--- src/rtl/lsu_pkg.sv ---
// Shared types and helpers for the load/store unit.
// State codes, access-size codes, byte-enable and lane helpers.
package lsu_pkg;

  typedef enum logic [1:0] {
    IDLE = 2'd0,
    REQ  = 2'd1,
    WAIT = 2'd2,
    DONE = 2'd3
  } lsu_state_e;

  localparam logic [1:0] SZ_B = 2'd0;
  localparam logic [1:0] SZ_H = 2'd1;
  localparam logic [1:0] SZ_W = 2'd2;

  localparam logic [3:0] BE_B = 4'b0001;
  localparam logic [3:0] BE_H = 4'b0011;
  localparam logic [3:0] BE_W = 4'b1111;

  function automatic logic lsu_misaligned(
    input logic [1:0] sz,
    input logic [1:0] off
  );
    logic r;
    r = 1'b1;
    unique case (1'b1)
      sz == SZ_B: r = 1'b0;
      sz == SZ_H: r = off[0];
      sz == SZ_W: r = (off != 2'd0);
      default:    r = 1'b1;
    endcase
    return r;
  endfunction

  function automatic logic [3:0] lsu_be(
    input logic [1:0] sz,
    input logic [1:0] off
  );
    logic [3:0] r;
    r = BE_W;
    unique case (1'b1)
      sz == SZ_B: r = BE_B << off;
      sz == SZ_H: r = BE_H << off;
      default:    r = BE_W;
    endcase
    return r;
  endfunction

  function automatic logic [31:0] lsu_lanes(
    input logic [1:0]  sz,
    input logic [31:0] wd
  );
    logic [31:0] r;
    r = wd;
    unique case (1'b1)
      sz == SZ_B: r = {4{wd[7:0]}};
      sz == SZ_H: r = {2{wd[15:0]}};
      default:    r = wd;
    endcase
    return r;
  endfunction

endpackage

--- src/rtl/lsu_load_align.sv ---
// Load lane select with sign/zero extension.
// Pure combinational; shared with future cache stages.
module lsu_load_align
  import lsu_pkg::*;
(
  input  logic [31:0] rdata_i,
  input  logic [1:0]  off_i,
  input  logic [1:0]  size_i,
  input  logic        uns_i,
  output logic [31:0] data_o
);

  logic [7:0]  b;
  logic [15:0] h;

  always_comb begin
    b = rdata_i[{off_i, 3'b000} +: 8];
    h = off_i[1] ? rdata_i[31:16] : rdata_i[15:0];
    data_o = rdata_i;
    unique case (1'b1)
      size_i == SZ_B: data_o = {{24{b[7] & ~uns_i}}, b};
      size_i == SZ_H: data_o = {{16{h[15] & ~uns_i}}, h};
      default:        data_o = rdata_i;
    endcase
  end

endmodule

--- src/rtl/lsu_mem_stage.sv ---
// Memory-access stage: one load/store per request over a req/ack RAM.
// Optional ack watchdog enabled by defining LSU_TIMEOUT_EN.
module lsu_mem_stage
  import lsu_pkg::*;
#(
  parameter int ADDR_W = 32
`ifdef LSU_TIMEOUT_EN
  ,
  parameter int TIMEOUT_CYC = 255
`endif
) (
  input  logic [4:0]        LOGISIM_CLOCK_TREE_0,
  input  logic              rst_n,
  input  logic              mem_valid,
  input  logic              mem_write,
  input  logic [1:0]        mem_size,
  input  logic              mem_unsigned,
  input  logic [ADDR_W-1:0] mem_addr,
  input  logic [31:0]       mem_wdata,
  output logic              ram_req,
  output logic              ram_we,
  output logic [3:0]        ram_be,
  output logic [ADDR_W-1:0] ram_addr,
  output logic [31:0]       ram_wdata,
  input  logic              ram_ack,
  input  logic [31:0]       ram_rdata,
  output logic              stall,
  output logic [31:0]       ld_data,
  output logic              done,
  output logic              misalign
`ifdef LSU_TIMEOUT_EN
  ,
  output logic              timeout
`endif
);

  logic clk;
  logic unused_clk;
  assign clk = LOGISIM_CLOCK_TREE_0[4];
  assign unused_clk = ^LOGISIM_CLOCK_TREE_0[3:0];

  lsu_state_e        state_q;
  logic              req_q;
  logic              we_q;
  logic [3:0]        be_q;
  logic [ADDR_W-1:0] addr_q;
  logic [31:0]       wdata_q;
  logic [1:0]        off_q;
  logic [1:0]        size_q;
  logic              uns_q;
  logic [31:0]       ld_q;
  logic              done_q;
  logic              mis_q;
  logic              mis_in;
  logic [31:0]       ld_ext;
`ifdef LSU_TIMEOUT_EN
  logic [7:0]        cnt_q;
  logic              tmo_q;
`endif

  assign mis_in = lsu_misaligned(mem_size, mem_addr[1:0]);

  lsu_load_align u_align (
    .rdata_i (ram_rdata),
    .off_i   (off_q),
    .size_i  (size_q),
    .uns_i   (uns_q),
    .data_o  (ld_ext)
  );

  always_ff @(posedge clk or negedge rst_n) begin
    if (!rst_n) begin
      state_q <= IDLE;
      req_q   <= 1'b0;
      we_q    <= 1'b0;
      be_q    <= 4'd0;
      addr_q  <= '0;
      wdata_q <= 32'd0;
      off_q   <= 2'd0;
      size_q  <= 2'd0;
      uns_q   <= 1'b0;
      ld_q    <= 32'd0;
      done_q  <= 1'b0;
      mis_q   <= 1'b0;
`ifdef LSU_TIMEOUT_EN
      cnt_q   <= 8'd0;
      tmo_q   <= 1'b0;
`endif
    end else begin
      done_q <= 1'b0;
      mis_q  <= 1'b0;
`ifdef LSU_TIMEOUT_EN
      tmo_q  <= 1'b0;
`endif
      unique case (state_q)
        IDLE: begin
          if (mem_valid && mis_in) begin
            mis_q <= 1'b1;
          end else if (mem_valid) begin
            state_q <= REQ;
            req_q   <= 1'b1;
            we_q    <= mem_write;
            be_q    <= lsu_be(mem_size, mem_addr[1:0]);
            addr_q  <= {mem_addr[ADDR_W-1:2], 2'b00};
            wdata_q <= lsu_lanes(mem_size, mem_wdata);
            off_q   <= mem_addr[1:0];
            size_q  <= mem_size;
            uns_q   <= mem_unsigned;
`ifdef LSU_TIMEOUT_EN
            cnt_q   <= 8'd0;
`endif
          end
        end
        REQ, WAIT: begin
          if (ram_ack) begin
            state_q <= DONE;
            req_q   <= 1'b0;
            we_q    <= 1'b0;
            be_q    <= 4'd0;
            addr_q  <= '0;
            wdata_q <= 32'd0;
            done_q  <= 1'b1;
            ld_q    <= we_q ? 32'd0 : ld_ext;
`ifdef LSU_TIMEOUT_EN
          end else if (cnt_q == 8'(TIMEOUT_CYC - 1)) begin
            // Watchdog expiry abandons the access without a done pulse
            state_q <= IDLE;
            req_q   <= 1'b0;
            we_q    <= 1'b0;
            be_q    <= 4'd0;
            addr_q  <= '0;
            wdata_q <= 32'd0;
            ld_q    <= 32'd0;
            tmo_q   <= 1'b1;
          end else begin
            cnt_q   <= cnt_q + 8'd1;
            state_q <= WAIT;
`else
          end else begin
            state_q <= WAIT;
`endif
          end
        end
        DONE: state_q <= IDLE;
        default: state_q <= IDLE;
      endcase
    end
  end

  // Stall asserts combinationally so the core freezes on the request cycle
  assign stall = ((state_q == IDLE) & mem_valid & ~mis_in)
               | (state_q == REQ) | (state_q == WAIT);

  assign ram_req   = req_q;
  assign ram_we    = we_q;
  assign ram_be    = be_q;
  assign ram_addr  = addr_q;
  assign ram_wdata = wdata_q;
  assign ld_data   = ld_q;
  assign done      = done_q;
  assign misalign  = mis_q;
`ifdef LSU_TIMEOUT_EN
  assign timeout   = tmo_q;
`endif

endmodule

--- config.mk ---
export PLATFORM = sky130hd
export DESIGN_NAME = lsu_mem_stage
export DESIGN_NICKNAME = d
export VERILOG_FILES = /design/src/rtl/lsu_pkg.sv /design/src/rtl/lsu_load_align.sv /design/src/rtl/lsu_mem_stage.sv
export SDC_FILE = /design/constraint.sdc
export NUM_CORES = 1
export LEC_CHECK = 0
export ABC_AREA = 0
export CORE_MARGIN = 2
export CORE_UTILIZATION = 39
export CTS_CLUSTER_DIAMETER = 40
export DETAILED_ROUTE_END_ITERATION = 7
export PLACE_DENSITY = 0.77
export SYNTH_ARGS = -nofsm -noshare
export SYNTH_HDL_FRONTEND = slang
export SYNTH_SLANG_ARGS = --single-unit
--- constraint.sdc ---
create_clock -name LOGISIM_CLOCK_TREE_0 -period 1.9 [get_ports LOGISIM_CLOCK_TREE_0]
set_input_delay 0.285 -clock LOGISIM_CLOCK_TREE_0 [delete_from_list [all_inputs] [get_ports LOGISIM_CLOCK_TREE_0]]
set_output_delay 0.285 -clock LOGISIM_CLOCK_TREE_0 [all_outputs]
set_load 0.02 [all_outputs]
==> results of run 1 <==
## cells in the final DEF, fill, tap and decap left out, drive strengths merged
master,instances
a32o,8
o21bai,2
a221o,16
nand2b,10
bufinv,2
nand3b,1
o22ai,1
nor2,6
o221ai,1
a31oi,1
clkdlybuf4s50,204
a21oi,28
o21ai,21
inv,6
mux2,13
and2,2
nand2,25
a221oi,9
o2bb2ai,20
dlygate4sd3,1
nor2b,14
a22o,48
clkbuf,13
dfrtp,109
nor3,2
ha,4
clkinv,2
mux2i,25
conb,2
or2,9
buf,47
or4,1
## cells by family after synthesis
group                      count (synthesis)  share of synthesized area [%]
buffers and inverters                     42                           4.27
muxes                                     38                           8.06
DFF                                      109                           54.4
and+or+nand+nor                           70                           7.44
other                                      1                         0.0748
AOI/OAI and AO/OA                        155                           24.8
adders and majority gates                  4                          0.998
## worst min-delay path by stage
stage | from | to | slack [ps] | depth (start not counted)
4_1_cts | rst_n | ram_addr[20]$_DFFE_PN0P_ | 380 | 2
5_1_grt | rst_n | ram_addr[17]$_DFFE_PN0P_ | 400 | 2
2_1_floorplan | rst_n | done$_DFF_PN0_ | -10 | 0
6_report | rst_n | ram_addr[18]$_DFFE_PN0P_ | 380 | 2
3_3_place_gp | rst_n | ram_addr[17]$_DFFE_PN0P_ | 170 | 1
3_5_place_dp | rst_n | ram_addr[17]$_DFFE_PN0P_ | 190 | 1
## per-layer routing
metal / global-route usage (%) / vias to the layer above / wire length, um
met4: 7.91 / 0 / 308
met5: 0 / - / 0
met3: 6.96 / 22 / 1320
met1: 27.1 / 2168 / 6180
met2: 36.0 / 202 / 7200
li1: - / 2029 / -
## registers in the layout (all words and copies together), names as in the netlist
name       count
ld_data       32
ram_wdata     32
ram_addr      30
ram_be         4
off_q          2
size_q         2
state_q        2
done           1
misalign       1
ram_req        1
ram_we         1
uns_q          1
## cell type report
cell class	count	area (um2)	area share [%]
timing repair buffer	253	2500	31.6
sequential	109	2730	34.5
inverter	6	22.5	0.285
clock buffer	12	256	3.24
clock inverter	4	70.1	0.886
multi-input combinational	269	2120	26.8
tap	172	215	2.72
## what timing repair did
action	CTS	global route
hold buffers	1	0
hold endpoints to repair	18	0
endpoints found under the setup margin	17	16
pin swaps	0	1
buffers inserted	0	2
gates resized for setup	6	4
cloned	0	1
## power by group through the flow
stage,clock network [uW],logic [uW],registers (uW)
finish,2050,6640,3780
global route,2190,7110,3890
CTS,2100,6580,3770
detailed placement,0,6530,3790
global placement,0,6370,3770
floorplan,0,2660,4680
## through the flow
stage	std cells	utilization, %	total power (uW)	worst slack (ps)
3_3_place_gp	805	59.8	10100	-227
6_report	825	62.9	12500	48.2
2_1_floorplan	420	-	7340	0.393
4_1_cts	822	62.5	12400	46.8
3_5_place_dp	805	59.8	10300	-297
5_1_grt	825	62.9	13200	12.3
==> results.md, run 1 <==
- Slowest stage delay, CP: 430 ps
- Port bufs: 206
- Layout area overhead: 57.8%
- Root Driver: clkbuf_16
- Die area: 13,800 um2
- Post-synthesis sequential area ratio: 54.4%
- Most frequent cell after synthesis: dfrtp_1
- Run status: finished, final reports clean
- Fraction of registers with async set/reset: 100%
- Critical path type: reg -> reg
- Nets: 760
- RSZ-0062 raised after global routing: no
- Vias per inst: 5.36
- DRC Markers: 0
- Fill count: 995
- Vias in the first global route: 4,601
- RePlAce Congestion: 0.796
- Synth Register Bits: 109
- Starting density of the core: 39.9%
- Sw frac: 38.2%
- CP cell instances: inv_1 -> ha_4 -> nand2_2 -> or4_4 -> a21oi_4 -> clkbuf_16 -> a221o_1
- Area of the core: 12,600 um2
- Detailed-route wire length: 15.0 mm
- Period utilization: 97.5%
- Die width: 117 um
- Seq pwr share: 30.3%
- CTS tree: done
- Mean Syn Cell Area: 12.0 um2
- Worst hold margin: 377 ps
- Logic pwr share: 53.3%
- Post-route minimum period: 1850 ps
- # setup viols final: 0
- WL/cell: 18.2 um
- Global Route Usage Sum: 21.9%
- CP delay by family, top: simple AND/OR/NAND/NOR gates
- Clock Power Share: 16.4%
- Ant diodes: 0
- Crit end category: register
- CTS H-tree lvls: 3
- Worst R2R Setup Slack: 50 ps
- Max Fclk: 540 MHz
- Synth Flop Type: dfrtp_1
- Worst Hold Class: in -> async
- CP arrival: 2130 ps
- WP buf/inv: 2
- Clock slew at reported path FFs: 70 ps
- Peak VDD IR: 766 uV
- Final Max Slew Viols: 0
- Psw: 4770 uW
- Layout cells sized above 1: 13.8%
- Clock Path Buffers: 2
- Area leader, netlist: dfrtp_1
- First-pass GRT wire length: 24.3 mm
- Hpwl dp: 11.0 mm
- Reg2reg path depth: 7
- Largest net degree at the start of global routing: 64
- Post-synth EDFFs: 0
- Clk_skew: 6.76 ps
- Power Dens Cells: 1580 nW/um2
- Top post-synthesis cells by count: dfrtp_1, a22o_1, a21oi_1
- Yosys warns: 0
- P_leak: 0.00343 uW
- Crit-path slowest cell: or4_4
- Boundary pin count: 213
- Max FO, Critical Path: 8
- DRT Pass-1 Iters: 4
- Placed inst area: 7510 um2
- Launch point of the critical path: state_q[1]$_DFFE_PN0P_
- Reg-to-Reg End: ld_data[31]$_DFFE_PN0P_
- P_int: 7710 uW
- 1st-iter DRT viols: 317
- Gr ovfl total: 0
- Setup crit end: ld_data[31]$_DFFE_PN0P_
- WP data required: 2170 ps
- CTS Buf Count: 9
- Final Hold Fails: 0
- Synth area leaders: dfrtp_1, a22o_1, mux2i_1
- MaxCap Viol Count: 0
- Clk_lat worst skew: 340 ps
- Netlist cell types: 41
- Die span in y: 117 um
- Post-Synthesis Cells: 419
- Startpoint Class: register
- Synthesized area: 5010 um2
- Post-DRT Antenna Nets: 0
- Sink Count: 109
- Vias: 4,421
- Reg-to-reg startpoint: state_q[1]$_DFFE_PN0P_
- FP Rows: 41
- Initial antenna violation count: 0
- CP Depth: 7
- Top cell type's share of synthesized area: 54.4%
- Post-Route Setup TNS: 0 ps
- Finished Cell Area: 7910 um2
No activity file was read; power rests on OpenSTA's default activity.
==> run 2: changes to the inputs <==
==> constraint.sdc (replaced) <==
create_clock -name LOGISIM_CLOCK_TREE_0 -period 1.9 [get_ports LOGISIM_CLOCK_TREE_0]
set_input_delay 0.285 -clock LOGISIM_CLOCK_TREE_0 [delete_from_list [all_inputs] [get_ports LOGISIM_CLOCK_TREE_0]]
set_output_delay 0.285 -clock LOGISIM_CLOCK_TREE_0 [all_outputs]
set_load 0.01 [all_outputs]
==> run 2 against run 1 <==
Global-route usage grew 0.49 points. Clock power shrank 5%. Sequential cell count is the same. Non-clock buffer count shrank 4. Power shrank 6.4%. Sequential power is essentially flat. Clock skew grew 2.5 ps. Die area is the same. First-iteration DRC count shrank 5.7%. Clock-buffer cell count shrank 1. Final cell count shrank 0.48%. Critical endpoint is now ram_addr[17]$_DFFE_PN0P_.
==> results.md, run 2 (synthesized netlist as in run 1, its figures left out) <==
- Clock Path Buffers: 2
- FP Rows: 41
- Die span in y: 117 um
- Fill count: 998
- Post-DRT Antenna Nets: 0
- Ant diodes: 0
- CTS tree: done
- Largest net degree at the start of global routing: 57
- Area of the core: 12,600 um2
- Multi-input gate area: 2110 um2
- Nets: 756
- WP data required: 2120 ps
- Final Max Slew Viols: 0
- Seq pwr share: 32.2%
- RePlAce Congestion: 0.822
- Global Route Usage Sum: 22.4%
- Sink Count: 109
- 1st-iter DRT viols: 299
- P_leak: 0.00339 uW
- DRC Markers: 0
- Commonest non-fill, non-tap cell in the layout: clkdlybuf4s50_1
- MaxCap Viol Count: 0
- Startpoint Class: input pin
- Gr ovfl total: 0
- Max Fclk: 553 MHz
- Boundary pin count: 213
- Least-Margin Pin Slew: 558 ps
- # setup viols final: 0
- Crit end category: register
- Slowest stage delay, CP: 570 ps
- Detailed-route wire length: 15.4 mm
- Crit-path slowest cell: clkdlybuf4s50_1
- Die width: 117 um
- Post-Route Setup TNS: 0 ps
- Critical path type: in -> reg
- Period utilization: 95.2%
- Logic pwr share: 51.1%
- Psw: 4180 uW
- P_int: 7490 uW
- Vias in the first global route: 4,670
- Peak VDD IR: 678 uV
- Root Driver: clkbuf_16
- Starting density of the core: 39.9%
- Vias per inst: 5.39
- Slew HR: 62.8%
- Power Dens Cells: 1490 nW/um2
- Max FO, Critical Path: 42
- Vias: 4,429
- RSZ-0062 raised after global routing: no
- Initial antenna violation count: 0
- Run status: finished, final reports clean
- Hpwl dp: 11.4 mm
- Layout area overhead: 56.1%
- First-pass GRT wire length: 24.8 mm
- Pwr Total: 11,700 uW
- DRT Pass-1 Iters: 4
- CP delay by family, top: buffers and inverters
- Post-route minimum period: 1810 ps
- Worst hold margin: 437 ps
- Worst Hold Class: in -> async
- Sequential cell area: 2730 um2
- Sw frac: 35.8%
- Commonest non-fill, non-tap cells in the layout: clkdlybuf4s50_1, dfrtp_1, a22o_1, buf_4, a21oi_1
- CP arrival: 2030 ps
- CTS H-tree lvls: 3
- Port bufs: 206
- CP cell instances: clkdlybuf4s50_1 -> or2_4 -> o221ai_4 -> o21ai_4 -> buf_12 -> a22o_1
- WL/cell: 18.8 um
- CTS Buf Count: 9
- Clk_skew: 9.29 ps
- Die area: 13,800 um2
- Final Hold Fails: 0
- Clock slew at reported path FFs: 70 ps
- WP buf/inv: 2
- Clock Power Share: 16.7%
- Layout cells sized above 1: 13.6%
- Clk_lat worst skew: 340 ps
## run 2: final timing paths
path / startpoint / end / slack [ps] / cells past startpoint
hold reg to reg: ram_be[2]$_DFFE_PN0P_ / ram_be[2]$_DFFE_PN0P_ / 490 / 1
min in group LOGISIM_CLOCK_TREE_0: ram_be[2]$_DFFE_PN0P_ / ram_be[2]$_DFFE_PN0P_ / 490 / 1
setup / recovery: mem_size[0] / ram_addr[17]$_DFFE_PN0P_ / 90 / 6
max in group asynchronous: rst_n / ram_wdata[10]$_DFFE_PN0P_ / 790 / 3
hold / removal: rst_n / ram_addr[17]$_DFFE_PN0P_ / 440 / 2
setup reg to reg: state_q[0]$_DFFE_PN0P_ / ld_data[18]$_DFFE_PN0P_ / 90 / 7
## run 2: routing by layer
metal / vias to the layer above / GRT usage, % / routed length, um
met2: 213 / 37.0 / 7390
met3: 22 / 7.54 / 1380
li1: 2019 / - / -
met1: 2175 / 27.2 / 6260
met4: 0 / 8.06 / 389
met5: - / 0 / 0
## run 2: worst register-to-register path, cell delays in order, from the launching register on
cell and delay (ps):
dfrtp_1 370, inv_2 70, ha_4 270, nand2_2 90, or4_1 460, a21oi_2 200, buf_12 160, a221o_1 120
## run 2: layout make-up
cell class	count	share of cell area, %
Timing Repair Buffer	249	31.2
Inverter	6	0.288
Multi-Input combinational cell	269	26.9
Tap cell	172	2.75
Clock inverter	5	0.735
Sequential cell	109	34.9
Clock buffer	11	3.23
## run 2: metrics by stage
stage               utilization (%)  setup slack [ps]  std cells  instance area [um2]
floorplan                         -              3.51        420                 5020
global placement               59.5              -222        802                 7480
detailed placement             59.5              -336        802                 7480
CTS                            62.2              13.8        821                 7820
global route                   62.3              12.6        821                 7830
finish                         62.3              91.1        821                 7830
## run 2: timing repair
item / CTS / global route
endpoints found under the setup margin: 17 / 22
pin swaps: 0 / 1
hold buffers: 1 / 0
setup buffers: 2 / 0
gates resized for setup: 4 / 5
endpoints found under the hold margin: 27 / 0
## run 2: power by group through the flow
stage | Sequential, uW | Clock, uW | Combinational [uW]
floorplan | 4080 | 0 | 2640
global placement | 3750 | 0 | 5740
detailed placement | 3780 | 0 | 5900
CTS | 3760 | 1980 | 5960
global route | 3860 | 2080 | 6390
finish | 3760 | 1950 | 5960
==> run 3: changes to the inputs <==
--- a/config.mk
+++ b/config.mk
@@ -6,10 +6,12 @@
 export NUM_CORES = 1
 export LEC_CHECK = 0
 export ABC_AREA = 0
+export CAP_MARGIN = 15
 export CORE_MARGIN = 2
 export CORE_UTILIZATION = 39
 export CTS_CLUSTER_DIAMETER = 40
 export DETAILED_ROUTE_END_ITERATION = 7
+export MAX_ROUTING_LAYER = met4
 export PLACE_DENSITY = 0.77
 export SYNTH_ARGS = -nofsm -noshare
 export SYNTH_HDL_FRONTEND = slang
==> run 3 against run 2 <==
Sequential power hardly changed. Fmax rose by 0.30%. Global-route usage grew 0.64 points. Clock-buffer cell count did not move. Via count about the same. Final cell count did not move. Utilization unchanged. Critical path type is now reg -> reg. Critical endpoint is now ld_data[18]$_DFFE_PN0P_.
==> results.md, run 3 (synthesized netlist as in run 1, its figures left out) <==
- Run status: finished, final reports clean
- Post-Route Setup TNS: 0 ps
- Die span in y: 117 um
- Period utilization: 94.9%
- Slew HR: 62.9%
- CTS Buf Count: 9
- Met3 layer usage reported by global route: 6.32%
- CP cell instances: inv_2 -> ha_4 -> nand2_2 -> or4_1 -> a21oi_2 -> buf_12 -> a221o_1
- Least-Margin Pin Slew: 555 ps
- Global Route Usage Sum: 23.0%
- Commonest non-fill, non-tap cell in the layout: clkdlybuf4s50_1
- Final Max Slew Viols: 0
- Clock Path Buffers: 2
- Peak VDD IR: 674 uV
- Slowest stage delay, CP: 460 ps
- WL/cell: 18.8 um
- Sink Count: 109
- Layout cells sized above 1: 13.6%
- CTS tree: done
- RSZ-0062 raised after global routing: no
- P_leak: 0.00339 uW
- Commonest non-fill, non-tap cells in the layout: clkdlybuf4s50_1, dfrtp_1, a22o_1, buf_4, a21oi_1
- Busiest layer in global routing: met2
- Final Hold Fails: 0
- Met2 usage: 37.1%
- Detailed-route wire length: 15.4 mm
- CP arrival: 2080 ps
- Initial antenna violation count: 0
- Seq pwr share: 32.2%
- DRT Pass-1 Iters: 5
- Logic pwr share: 51.1%
- First-pass GRT wire length: 24.7 mm
- Clock Power Share: 16.7%
- Worst hold margin: 434 ps
- WP data required: 2170 ps
- Critical path type: reg -> reg
- Sw frac: 35.8%
- Hpwl dp: 11.4 mm
- Psw: 4170 uW
- Clk_skew: 9.38 ps
- Post-route minimum period: 1800 ps
- Layout area overhead: 56.1%
- Pwr Total: 11,700 uW
- MaxCap Viol Count: 0
- Power Dens Cells: 1490 nW/um2
- Port bufs: 206
- Max Fclk: 554 MHz
- P_int: 7490 uW
- Largest net degree at the start of global routing: 57
- Worst Hold Class: in -> async
- CTS H-tree lvls: 3
- Starting density of the core: 39.9%
- Startpoint Class: register
- Crit end category: register
- Post-DRT Antenna Nets: 0
- Die width: 117 um
- Nets: 756
- Gr ovfl total: 0
- Max FO, Critical Path: 16
- Crit-path slowest cell: or4_1
- Clk_lat worst skew: 340 ps
- Clock slew at reported path FFs: 70 ps
- Die area: 13,800 um2
- Vias in the first global route: 4,674
- DRC Markers: 0
- Final core occ: 62.3%
- Vias: 4,433
- Ant diodes: 0
- RePlAce Congestion: 0.835
- Vias per inst: 5.40
- Root Driver: clkbuf_16
- # setup viols final: 0
- FP Rows: 41
- Boundary pin count: 213
- Area of the core: 12,600 um2
- 1st-iter DRT viols: 270
- Met1 Usage GRT: 27.9%
==> run 3: cell counts in the layout (fill, tap and decap cells not counted) <==
No cell type changed its count.
==> run 3: repair_timing <==
| item | 4_1_cts | 5_1_grt |
|---|---|---|
| setup endpoints to repair | 17 | 22 |
| pin swaps | 0 | 1 |
| cloned | 0 | 0 |
| gates resized for setup | 4 | 5 |
| hold buffers | 1 | 0 |
| setup buffers | 2 | 0 |
| endpoints found under the hold margin | 27 | 0 |
==> run 3: per-layer routing <==
layer	vias up	part of all wire, %
li1	2017	-
met1	2190	41
met2	204	48
met3	22	7.8
met4	0	2.5
met5	-	0
==> run 3: worst max-delay path, delay by kind of cell (launching register included) <==
kind | cells | cell delay [ps]
simple gates | 2 | 550
fa+ha+maj | 1 | 270
flops | 1 | 370
buf+inv | 2 | 230
compound gates | 2 | 300
==> run 3: final cells by class <==
type,count,area (um2)
Clock inverter,5,57.6
Sequential cell,109,2730
Multi-Input combinational cell,269,2110
Timing Repair Buffer,249,2440
Clock buffer,11,253
Inverter,6,22.5
Tap cell,172,215
Fill cell,998,4740
==> run 3: path summary, 6_finish.rpt <==
check,start,end,slack (ps),cells past startpoint
max,state_q[0]$_DFFE_PN0P_,ld_data[18]$_DFFE_PN0P_,100,7
min,rst_n,ram_addr[17]$_DFFE_PN0P_,430,2
max reg2reg,state_q[0]$_DFFE_PN0P_,ld_data[18]$_DFFE_PN0P_,100,7
min reg2reg,ram_be[2]$_DFFE_PN0P_,ram_be[2]$_DFFE_PN0P_,490,1
max in group asynchronous,rst_n,ram_wdata[20]$_DFFE_PN0P_,790,3
min in group LOGISIM_CLOCK_TREE_0,ram_be[2]$_DFFE_PN0P_,ram_be[2]$_DFFE_PN0P_,490,1
==> run 3: power groups by stage <==
stage               clock network (uW)  registers (uW)  logic, uW
floorplan                            0            4080       2640
global placement                     0            3750       5740
detailed placement                   0            3780       5900
CTS                               1980            3760       5960
global route                      2080            3860       6380
finish                            1950            3760       5960
==> run 3: stage by stage <==
step           setup WS (ps)  area, um2  std cells
2_1_floorplan           3.51       5020        420
3_3_place_gp            -222       7480        802
3_5_place_dp            -336       7480        802
4_1_cts                 13.8       7820        821
5_1_grt                 12.6       7830        821
6_report                96.4       7830        821
